--- src/rtl/spi_dac_monitor.sv ---
// spi_dac_monitor
// Passive sniffer for a nanoDAC-style SPI link (CPOL=1, CPHA=1, MSB first).
// Every frame framed by n_cs is captured, length/format/sequence checked,
// and reported on registered outputs one sys_clk after the synchronized
// n_cs rising edge.
//
// Ports
//   sys_clk    : system clock, at least 4x the sclk rate
//   n_rst      : synchronous active-low reset
//   sclk       : SPI clock from the master (idle high)
//   mosi       : SPI data from the master
//   n_cs       : active-low frame select (DAC n_sync)
//   clr_err    : one-cycle pulse clearing err_sticky
//   out_data   : last complete (WIDTH-bit) frame
//   out_valid  : one-cycle pulse on every out_data update
//   value      : value field [19:4] of the last good frame
//   frame_err  : pulse, frame length differed from WIDTH
//   fmt_err    : pulse, command nibble or trailing zero nibble wrong
//   seq_err    : pulse, value did not follow the previous good value by +1
//   err_sticky : OR of all error pulses since the last clr_err
//   frame_cnt  : saturating count of good frames
//   busy       : high while a frame is being shifted in
module spi_dac_monitor #(
    parameter int         WIDTH = 24,
    parameter logic [3:0] CMD   = 4'b0011
) (
    input  logic             sys_clk,
    input  logic             n_rst,
    input  logic             sclk,
    input  logic             mosi,
    input  logic             n_cs,
    input  logic             clr_err,
    output logic [WIDTH-1:0] out_data,
    output logic             out_valid,
    output logic [15:0]      value,
    output logic             frame_err,
    output logic             fmt_err,
    output logic             seq_err,
    output logic             err_sticky,
    output logic [15:0]      frame_cnt,
    output logic             busy
);

    localparam int CNT_W = $clog2(WIDTH + 2);
    localparam logic [CNT_W-1:0] CNT_FULL = CNT_W'(WIDTH);
    localparam logic [CNT_W-1:0] CNT_SAT  = CNT_W'(WIDTH + 1);
    localparam logic [CNT_W-1:0] CNT_ONE  = CNT_W'(1);

    localparam logic [1:0] WAIT_IDLE = 2'd0;
    localparam logic [1:0] IDLE      = 2'd1;
    localparam logic [1:0] SHIFT     = 2'd2;

    // Frame format: command nibble on top, four zero bits at the bottom.
    function automatic logic fmt_ok(input logic [WIDTH-1:0] f);
        return (f[23:20] == CMD) && (f[3:0] == 4'b0000);
    endfunction

    logic             sclk_meta_r, sclk_sync_r, sclk_prev_r;
    logic             ncs_meta_r, ncs_sync_r, ncs_prev_r;
    logic             mosi_meta_r, mosi_sync_r;
    logic [1:0]       sync_fill_r;
    logic [1:0]       state_r, state_nxt_s;
    logic [CNT_W-1:0] bit_cnt_r;
    logic [WIDTH-1:0] shift_r;
    logic             have_ref_r;

    logic sclk_rise_s, ncs_fall_s, ncs_rise_s, sync_primed_s;
    logic frame_done_s, len_ok_s, fmt_ok_s, seq_bad_s, err_now_s;
    logic [15:0] rx_value_s;

    assign sclk_rise_s   = sclk_sync_r & ~sclk_prev_r;
    assign ncs_fall_s    = ~ncs_sync_r & ncs_prev_r;
    assign ncs_rise_s    = ncs_sync_r & ~ncs_prev_r;
    // The synchronizers hold forced idle levels for two cycles after reset;
    // only trust n_cs=1 once the real pin level has propagated through, so a
    // frame still in progress at reset release is not mistaken for idle.
    assign sync_primed_s = sync_fill_r[1];

    assign frame_done_s = (state_r == SHIFT) && ncs_rise_s;
    assign len_ok_s     = (bit_cnt_r == CNT_FULL);
    assign fmt_ok_s     = fmt_ok(shift_r);
    assign rx_value_s   = shift_r[19:4];
    assign seq_bad_s    = have_ref_r && (rx_value_s != (value + 16'd1));
    assign err_now_s    = frame_done_s && (!len_ok_s || !fmt_ok_s || seq_bad_s);

    // Two-flop synchronizers plus edge-detect history, reset to idle levels.
    always_ff @(posedge sys_clk) begin
        if (!n_rst) begin
            sclk_meta_r <= 1'b1;
            sclk_sync_r <= 1'b1;
            sclk_prev_r <= 1'b1;
            ncs_meta_r  <= 1'b1;
            ncs_sync_r  <= 1'b1;
            ncs_prev_r  <= 1'b1;
            mosi_meta_r <= 1'b0;
            mosi_sync_r <= 1'b0;
            sync_fill_r <= 2'b00;
        end else begin
            sclk_meta_r <= sclk;
            sclk_sync_r <= sclk_meta_r;
            sclk_prev_r <= sclk_sync_r;
            ncs_meta_r  <= n_cs;
            ncs_sync_r  <= ncs_meta_r;
            ncs_prev_r  <= ncs_sync_r;
            mosi_meta_r <= mosi;
            mosi_sync_r <= mosi_meta_r;
            sync_fill_r <= {sync_fill_r[0], 1'b1};
        end
    end

    // Frame FSM next-state logic.
    always_comb begin
        state_nxt_s = state_r;
        case (state_r)
            WAIT_IDLE: begin
                if (sync_primed_s && ncs_sync_r) state_nxt_s = IDLE;
                else                             state_nxt_s = WAIT_IDLE;
            end
            IDLE: begin
                if (ncs_fall_s) state_nxt_s = SHIFT;
                else            state_nxt_s = IDLE;
            end
            SHIFT: begin
                if (ncs_rise_s) state_nxt_s = IDLE;
                else            state_nxt_s = SHIFT;
            end
            default: state_nxt_s = WAIT_IDLE;
        endcase
    end

    // State, shift register, frame evaluation and registered results.
    always_ff @(posedge sys_clk) begin
        if (!n_rst) begin
            state_r    <= WAIT_IDLE;
            busy       <= 1'b0;
            bit_cnt_r  <= '0;
            shift_r    <= '0;
            have_ref_r <= 1'b0;
            out_data   <= '0;
            out_valid  <= 1'b0;
            value      <= 16'h0000;
            frame_cnt  <= 16'h0000;
            frame_err  <= 1'b0;
            fmt_err    <= 1'b0;
            seq_err    <= 1'b0;
            err_sticky <= 1'b0;
        end else begin
            state_r   <= state_nxt_s;
            busy      <= (state_nxt_s == SHIFT);
            out_valid <= 1'b0;
            frame_err <= 1'b0;
            fmt_err   <= 1'b0;
            seq_err   <= 1'b0;

            if ((state_r == IDLE) && ncs_fall_s) begin
                bit_cnt_r <= '0;
                shift_r   <= '0;
            end else if ((state_r == SHIFT) && sclk_rise_s) begin
                shift_r <= {shift_r[WIDTH-2:0], mosi_sync_r};
                if (bit_cnt_r != CNT_SAT) bit_cnt_r <= bit_cnt_r + CNT_ONE;
            end

            if (frame_done_s) begin
                if (!len_ok_s) begin
                    frame_err <= 1'b1;
                end else begin
                    out_data  <= shift_r;
                    out_valid <= 1'b1;
                    if (!fmt_ok_s) begin
                        fmt_err <= 1'b1;
                    end else begin
                        // Reference always follows the received value so a
                        // single skip produces exactly one seq_err.
                        value      <= rx_value_s;
                        have_ref_r <= 1'b1;
                        seq_err    <= seq_bad_s;
                        if (frame_cnt != 16'hFFFF) frame_cnt <= frame_cnt + 16'd1;
                    end
                end
            end

            // Set covers both the evaluation cycle and the visible pulse
            // cycle, so a coincident clr_err can never hide an error.
            if (err_now_s || frame_err || fmt_err || seq_err) err_sticky <= 1'b1;
            else if (clr_err)                                err_sticky <= 1'b0;
        end
    end

endmodule

--- config.mk ---
export PLATFORM = sky130hd
export DESIGN_NAME = spi_dac_monitor
export DESIGN_NICKNAME = d
export VERILOG_FILES = /design/src/rtl/spi_dac_monitor.sv
export SDC_FILE = /design/constraint.sdc
export NUM_CORES = 1
export LEC_CHECK = 0
export BUFFER_PORTS_ARGS = -buffer_cell sky130_fd_sc_hd__clkbuf_2
export CAP_MARGIN = 0
export CORE_MARGIN = 2
export CORE_UTILIZATION = 50
export CTS_CLUSTER_DIAMETER = 150
export CTS_CLUSTER_SIZE = 28
export DETAILED_ROUTE_END_ITERATION = 10
export PLACE_DENSITY = 0.67
export SLEW_MARGIN = 30
export SYNTH_ARGS = -nofsm -noshare
export SYNTH_HDL_FRONTEND = slang
export SYNTH_SLANG_ARGS = --single-unit
--- constraint.sdc ---
create_clock -name sys_clk -period 3.9 [get_ports sys_clk]
set_input_delay 0.39 -clock sys_clk [delete_from_list [all_inputs] [get_ports sys_clk]]
set_output_delay 0.39 -clock sys_clk [all_outputs]
set_load 0.02 [all_outputs]
==> flow_summary_export.csv, run 1 <==
group,metric,value,unit
worst_setup_path,crit_path_end_kind,"register",
clocking,tritoncts,"built",
cells_and_area,finalNetCount,597,
clocking,cts-resized-gates,0,
status,status,"completed",
clocking,holdBufCountCts,0,
min_path,whs_path_depth,2,
worst_setup_path,cp_slowest_cell,"or4_1",
synth,async_flop_share,0,%
synth,synth_nets,544,
cells_and_area,final_area,5210,um^2
worst_setup_path,cp_cell_sequence,"nand3_1 -> or4_1 -> a2111oi_1 -> nor3_1 -> nor4b_1 -> o21ai_1",
die,num_rows,35,
die,pin_count,68,
cells_and_area,area_growth,12.7,%
synth,synth.area.top_cells,"dfxtp_1 45%, nand2_1 9.3%, a21boi_0 4.4%",
worst_setup_path,slowest_delay,0.59,ns
drt,drcViolationCount,0,
worst_setup_path,worstPathArrival,2.70,ns
drt,ant_nets,0,
min_path,hold_class,"input port to register",
global_route,grt_pass1_vias,3591,
synth,syn_inst,533,
clocking,clock_sinks,104,
die,core,9110,um^2
drt,highest_layer,"met4",
cells_and_area,final_common_cell,"nand2_1",
drt,first_pass_iters,4,
worst_setup_path,path_max_fanout,11,
sta,fin_skew,0.00875,ns
cells_and_area,layout_common_cells,"115 x nand2_1, 104 x dfxtp_1, 67 x clkbuf_2, 31 x a21oi_1, 27 x a21boi_0",
place,dpl_worst_slack,1.44,ns
synth,ys.flop_type,"dfxtp_1",
sta,rsz0062_at_grt,"false",
die,initial_utilization,50.8,%
worst_setup_path,critPathLaunchType,"register",
worst_setup_path,cp.required,4.16,ns
drt,met3_wirelength,304,um
die,die_h,100,um
global_route,grt_pass1_wl,17100,um
cells_and_area,final_layout_size_suffix_gt1_share,15.8,%
synth,yosysTopAreaCell,"dfxtp_1",
drt,met2WireLength,4860,um
sta,relSlewSlack,41.7,%
sta,finalSetupTns,0,ns
sta,setup_ws,1.46,ns
synth,synth_area_per_cell,8.68,um^2
worst_setup_path,r2r_cells,6,
place,dpl_cell_area,5030,um^2
global_route,track_usage,21.0,%
sta,period_share,62.7,%
run,max_cap_violations,0,
synth,yosys_warnings,0,
worst_setup_path,path_class,"register to register",
synth,ys_seq_area_share,45.0,%
die,die_x,100,um
drt,drt_iter0_markers,144,
clocking,cts_setup_buffers,0,
power_and_ir_drop,finalPower,1.73,mW
sta,finalHoldViolCount,0,
sta,drv_slew,0,
clocking,cts.clk_slew.worst_paths,0.10,ns
clocking,ctsRootBufferMaster,"clkbuf_8",
global_route,antenna_found_initial,0,
place,gp_congestion,0.893,
global_route,grt.overflow.total,0,
sta,fmax,409,MHz
drt,m1WireLength,4870,um
die,dieArea,10000,um^2
power_and_ir_drop,max-vdd-ir-drop,0.000218,V
sta,setup_viol_count_final,0,
sta,min_period,2.44,ns
drt,wl,10100,um
global_route,grt_max_degree,49,
place,hpwlAfterDp,7030,um
sta,worst_pin_slew,0.872,ns
drt,routed_via_density,5.38,
synth,yosysUniqueCellTypes,48,
clocking,clk_latency,0.36,ns
drt,dr_total_vias,3768,
place,port_buffers,67,
cells_and_area,antenna_cells,0,
clocking,cts_max_level,3,
synth,synth_area,4620,um^2
clocking,cts.path.max_buffers,2,
synth,synth-seq-cells,104,
clocking,cts_made_buffers,9,
synth,synth_edf_count,0,
power_and_ir_drop,power_density,331,nW/um^2
cells_and_area,nFillCells,879,
synth,synth_top_area_share,45.0,%
power_and_ir_drop,leakagePower,2.08,nW
drt,wl_per_cell,14.4,um
-- cell type report --
| type | instances | area (um^2) | share of cell area [%] |
|---|---|---|---|
| Clock buffer | 9 | 124 | 2.38 |
| Multi-Input combinational cell | 394 | 2420 | 46.5 |
| Timing Repair Buffer | 72 | 373 | 7.15 |
| Sequential cell | 104 | 2080 | 40.0 |
| Clock inverter | 6 | 53.8 | 1.03 |
| Inverter | 5 | 18.8 | 0.360 |
| Tap cell | 111 | 139 | 2.67 |
-- layer usage --
| metal | vias up | global-route usage (%) |
|---|---|---|
| met4 | 0 | 6.11 |
| met1 | 1772 | 27.2 |
| li1 | 1936 | - |
| met2 | 53 | 35.3 |
| met5 | - | 0 |
| met3 | 7 | 4.53 |
-- final timing paths --
| check | to | from | slack, ns |
|---|---|---|---|
| max | err_sticky | value[3] | 1.46 |
| min | ncs_meta_r | n_cs | 0.20 |
| max reg2reg | err_sticky | value[3] | 1.46 |
| min reg2reg | ncs_sync_r | ncs_meta_r | 0.42 |
-- metrics by stage --
stage          hold slack [ns]  cells  util, %
2_1_floorplan            0.386    533        -
3_3_place_gp             0.390    686     55.2
3_5_place_dp             0.397    686     55.2
4_1_cts                  0.178    701     57.1
5_1_grt                  0.183    701     57.2
6_report                 0.197    701     57.2
-- critical path: cells and delay by family (launching register included) --
family | cells | cell delay, ns
AOI/OAI and AO/OA | 2 | 0.48
DFF | 1 | 0.46
and+or+nand+nor | 4 | 1.40
-- kinds of logic (layout without fill, tap and decap cells) --
kind of cell	count (synthesis)	in the layout	share of synthesized area, %
AND/OR/NAND/NOR	247	247	27.2
flip-flops	104	104	45.0
AO/OA/AOI/OAI	90	90	13.1
buffers and inverters	35	92	2.90
XOR/XNOR	32	32	6.06
multiplexers	20	20	4.36
adder cells (fa/ha/maj)	5	5	1.35
-- power breakdown --
group          total (mW)  leakage [nW]  internal, mW  switching, mW
Combinational      0.0334          1.15        0.0146         0.0188
Clock               0.622        0.0878         0.239          0.383
Sequential           1.07         0.840          1.07        0.00320
Total                1.73          2.08          1.32          0.405
-- sequential cells by signal, indices dropped and copies added (netlist names), 2 cells and up --
signal / cells
bit_cnt_r: 5
frame_cnt: 16
out_data: 24
shift_r: 24
state_r: 2
sync_fill_r: 2
value: 16
-- synth_stat cells, drive strengths merged, types with 5 or more instances --
master	instances
a21boi	27
a21oi	31
and2	21
and3	11
clkbuf	28
dfxtp	104
ha	5
inv	5
mux2i	19
nand2	115
nand2b	10
nand3	15
nand4	12
nor2	8
nor2b	26
o21ai	6
xnor2	18
xor2	14
Note: power is estimated with default switching activity, not from simulation.
==> inputs of run 2 (changes only) <==
--- a/config.mk
+++ b/config.mk
@@ -5,6 +5,7 @@
 export SDC_FILE = /design/constraint.sdc
 export NUM_CORES = 1
 export LEC_CHECK = 0
+export ABC_AREA = 1
 export BUFFER_PORTS_ARGS = -buffer_cell sky130_fd_sc_hd__clkbuf_2
 export CAP_MARGIN = 0
 export CORE_MARGIN = 2
@@ -12,7 +13,7 @@
 export CTS_CLUSTER_DIAMETER = 150
 export CTS_CLUSTER_SIZE = 28
 export DETAILED_ROUTE_END_ITERATION = 10
-export PLACE_DENSITY = 0.67
+export PLACE_DENSITY = 0.7
 export SLEW_MARGIN = 30
 export SYNTH_ARGS = -nofsm -noshare
 export SYNTH_HDL_FRONTEND = slang
==> constraint.sdc (replaced) <==
create_clock -name sys_clk -period 1.97 [get_ports sys_clk]
set_input_delay 0.197 -clock sys_clk [delete_from_list [all_inputs] [get_ports sys_clk]]
set_output_delay 0.197 -clock sys_clk [all_outputs]
set_load 0.02 [all_outputs]
==> flow_summary_export.csv, run 2 <==
group,metric,value,unit
die,num_rows,35,
clocking,cts_made_buffers,9,
cells_and_area,nFillCells,870,
synth,synth_compound_area_share,14.9,%
synth,ys.flop_type,"dfxtp_1",
synth,synth_area_per_cell,7.51,um^2
cells_and_area,largestRegisters,"out_data (24), shift_r (24)",
clocking,tritoncts,"built",
die,core,9110,um^2
drt,ant_nets,0,
cells_and_area,area_growth,14.6,%
synth,synth_top_family_by_area,"simple AND/OR/NAND/NOR gates",
die,die_h,100,um
drt,wl,10800,um
global_route,grt_max_degree,40,
global_route,grt_busiest_layer,"met2",
cells_and_area,finalNetCount,696,
worst_setup_path,cp_slowest_cell,"dfxtp_1",
global_route,grt_pass1_vias,3814,
min_path,holdPathEnd,"mosi_meta_r",
worst_setup_path,path_max_fanout,3,
cells_and_area,final_layout_size_suffix_gt1_share,19.1,%
sta,finalHoldViolCount,0,
sta,holdWs,0.0115,ns
clocking,clk_latency,0.37,ns
worst_setup_path,slowest_delay,0.34,ns
worst_setup_path,cp.required,2.23,ns
synth,synth_top_area_share,44.9,%
status,status,"completed",
worst_setup_path,worstPathArrival,2.04,ns
global_route,grt.overflow.total,0,
synth,synth.mux.area_fraction,0,%
synth,ys_seq_area_share,44.9,%
sta,min_period,1.78,ns
synth,yosys_warnings,0,
sta,fmax,561,MHz
clocking,cts_max_level,3,
min_path,hold_class,"input port to register",
synth,synth.area.top_cells,"dfxtp_1 45%, nand2_1 11%, a21oi_1 5.8%",
clocking,cts.clk_slew.worst_paths,0.11,ns
synth,synthAdderAreaFrac,1.35,%
die,initial_utilization,50.9,%
synth,synth_nets,628,
sta,relSlewSlack,69.7,%
cells_and_area,final_common_cell,"nand2_1",
worst_setup_path,critPathLaunchType,"register",
drt,drcViolationCount,0,
global_route,grt_use_met1,31.6,%
worst_setup_path,path_class,"register to register",
synth,yosys.area_share.simple,26.8,%
min_path,min_from,"mosi",
sta,rsz0062_at_grt,"false",
drt,dr_total_vias,4126,
sta,period_share,90.4,%
power_and_ir_drop,finalPower,3.44,mW
synth,yosysTopAreaCell,"dfxtp_1",
global_route,antenna_found_initial,0,
synth,synth-xor-area-share,4.16,%
worst_setup_path,reg2reg_to,"err_sticky",
clocking,ctsRootBufferMaster,"clkbuf_8",
synth,synth_area,4630,um^2
die,die_x,100,um
cells_and_area,multi_input_area,2220,um^2
worst_setup_path,crit_buf_inv,0,
synth,yosysUniqueCellTypes,39,
die,pin_count,68,
drt,wl_per_cell,13.4,um
clocking,clock_sinks,104,
clocking,holdBufCountCts,0,
synth,synthTopCellsByCount,"136 x nand2_1, 104 x dfxtp_1, 69 x nor2_1, 58 x inv_1, 54 x a21oi_1",
synth,synth-seq-cells,104,
power_and_ir_drop,power_density,649,nW/um^2
run,max_cap_violations,0,
sta,setup_viol_count_final,0,
cells_and_area,layout_common_cells,"135 x nand2_1, 101 x dfxtp_1, 67 x nor2_1, 67 x clkbuf_2, 58 x inv_1",
worst_setup_path,cp_cell_sequence,"ha_1 -> or2_2 -> nand3_1 -> nand3_1 -> nor2_2 -> nand3_1 -> nor2_1 -> nand3_1 -> nand2_1 -> nand2_1 -> nand2_1 -> nand2_1",
synth,post-synth-top-count-cell,"nand2_1",
power_and_ir_drop,leakagePower,2.25,nW
die,dieArea,10100,um^2
worst_setup_path,rrSetupSlack,0.19,ns
place,hpwlAfterDp,7840,um
global_route,grt_pass1_wl,18200,um
sta,worst_pin_slew,0.452,ns
worst_setup_path,r2r_cells,12,
sta,drv_slew,0,
synth,syn_inst,617,
clocking,cts.path.max_buffers,2,
worst_setup_path,r2r_start,"value[0]",
cells_and_area,antenna_cells,0,
place,port_buffers,67,
min_path,whs_path_depth,3,
synth,async_flop_share,0,%
drt,first_pass_iters,4,
worst_setup_path,crit_family,"simple AND/OR/NAND/NOR gates",
place,gp_congestion,0.871,
synth,synth_edf_count,0,
global_route,use_met3,2.99,%
power_and_ir_drop,max-vdd-ir-drop,0.000363,V
global_route,grtUsageMet2,35.8,%
sta,fin_skew,0.0119,ns
cells_and_area,sequential_cell_area,2090,um^2
drt,routed_via_density,5.15,
drt,drt_iter0_markers,187,
global_route,track_usage,22.4,%
worst_setup_path,crit_path_end_kind,"register",
sta,finalSetupTns,0,ns
-- run 2: changes by cell type in the layout (fill, tap and decap cells not counted), sizes merged, moves of 19 or more --
cell    delta
a21boi    -27
a21oi     +23
and2      -21
inv       +61
mux2i     -19
nand2     +24
nor2      +67
nor2b     -26
o21ai     +33
-- run 2: worst max-delay path by stage --
stage | start | depth (start not counted) | end
2_1_floorplan | value[1] | 13 | err_sticky
3_3_place_gp | value[1] | 14 | err_sticky
3_5_place_dp | frame_cnt[0] | 10 | frame_cnt[15]
4_1_cts | frame_cnt[0] | 10 | frame_cnt[15]
5_1_grt | value[0] | 14 | err_sticky
6_report | value[0] | 12 | err_sticky
-- run 2: what timing repair did --
item,in CTS,in global routing
resized for setup,1,11
pin swaps,0,1
setup buffers,0,0
hold endpoints to repair,0,0
endpoints found under the setup margin,1,15
-- run 2: cells by family after synthesis --
logic type | after synthesis
simple gates | 277
compound gates | 120
flops | 104
buf+inv | 89
xor+xnor | 22
fa+ha+maj | 5
-- run 2: per-layer routing --
layer  share of wire, %  vias to the layer above
met5                  0                        -
met4                1.1                        0
met3                4.4                        9
met2                 46                      102
met1                 48                     1874
li1                   -                     2141
-- run 2: worst reg2reg max path: cells and delay by family, from the launching register on --
kind / cells / cell delay (ns)
and+or+nand+nor: 11 / 1.10
DFF: 1 / 0.34
adders and majority gates: 1 / 0.23
-- run 2: power by group --
| part | leakage, nW | switching, mW | internal (mW) | total [mW] |
|---|---|---|---|---|
| logic | 1.32 | 0.0496 | 0.0188 | 0.0683 |
| registers | 0.841 | 0.00592 | 2.11 | 2.12 |
| clock network | 0.0919 | 0.780 | 0.476 | 1.26 |
-- run 2: area by class of cell --
class	instances	area share (%)
flip-flops and latches	104	39.3
repair buffers	79	8.02
multi-input cells	424	41.8
clock buffers	9	2.33
well taps	111	2.62
inverters	67	4.88
clock inverters	7	1.04
-- run 2: through the flow --
| step | cells | cell area, um^2 | utilization (%) | worst slack [ns] |
|---|---|---|---|---|
| detailed placement | 785 | 5090 | 55.9 | 0.0278 |
| global route | 801 | 5310 | 58.3 | 0.0101 |
| floorplan | 617 | 4630 | - | 0.141 |
| CTS | 801 | 5270 | 57.9 | 0.0938 |
| finish | 801 | 5310 | 58.3 | 0.189 |
| global placement | 785 | 5090 | 55.9 | 0.139 |
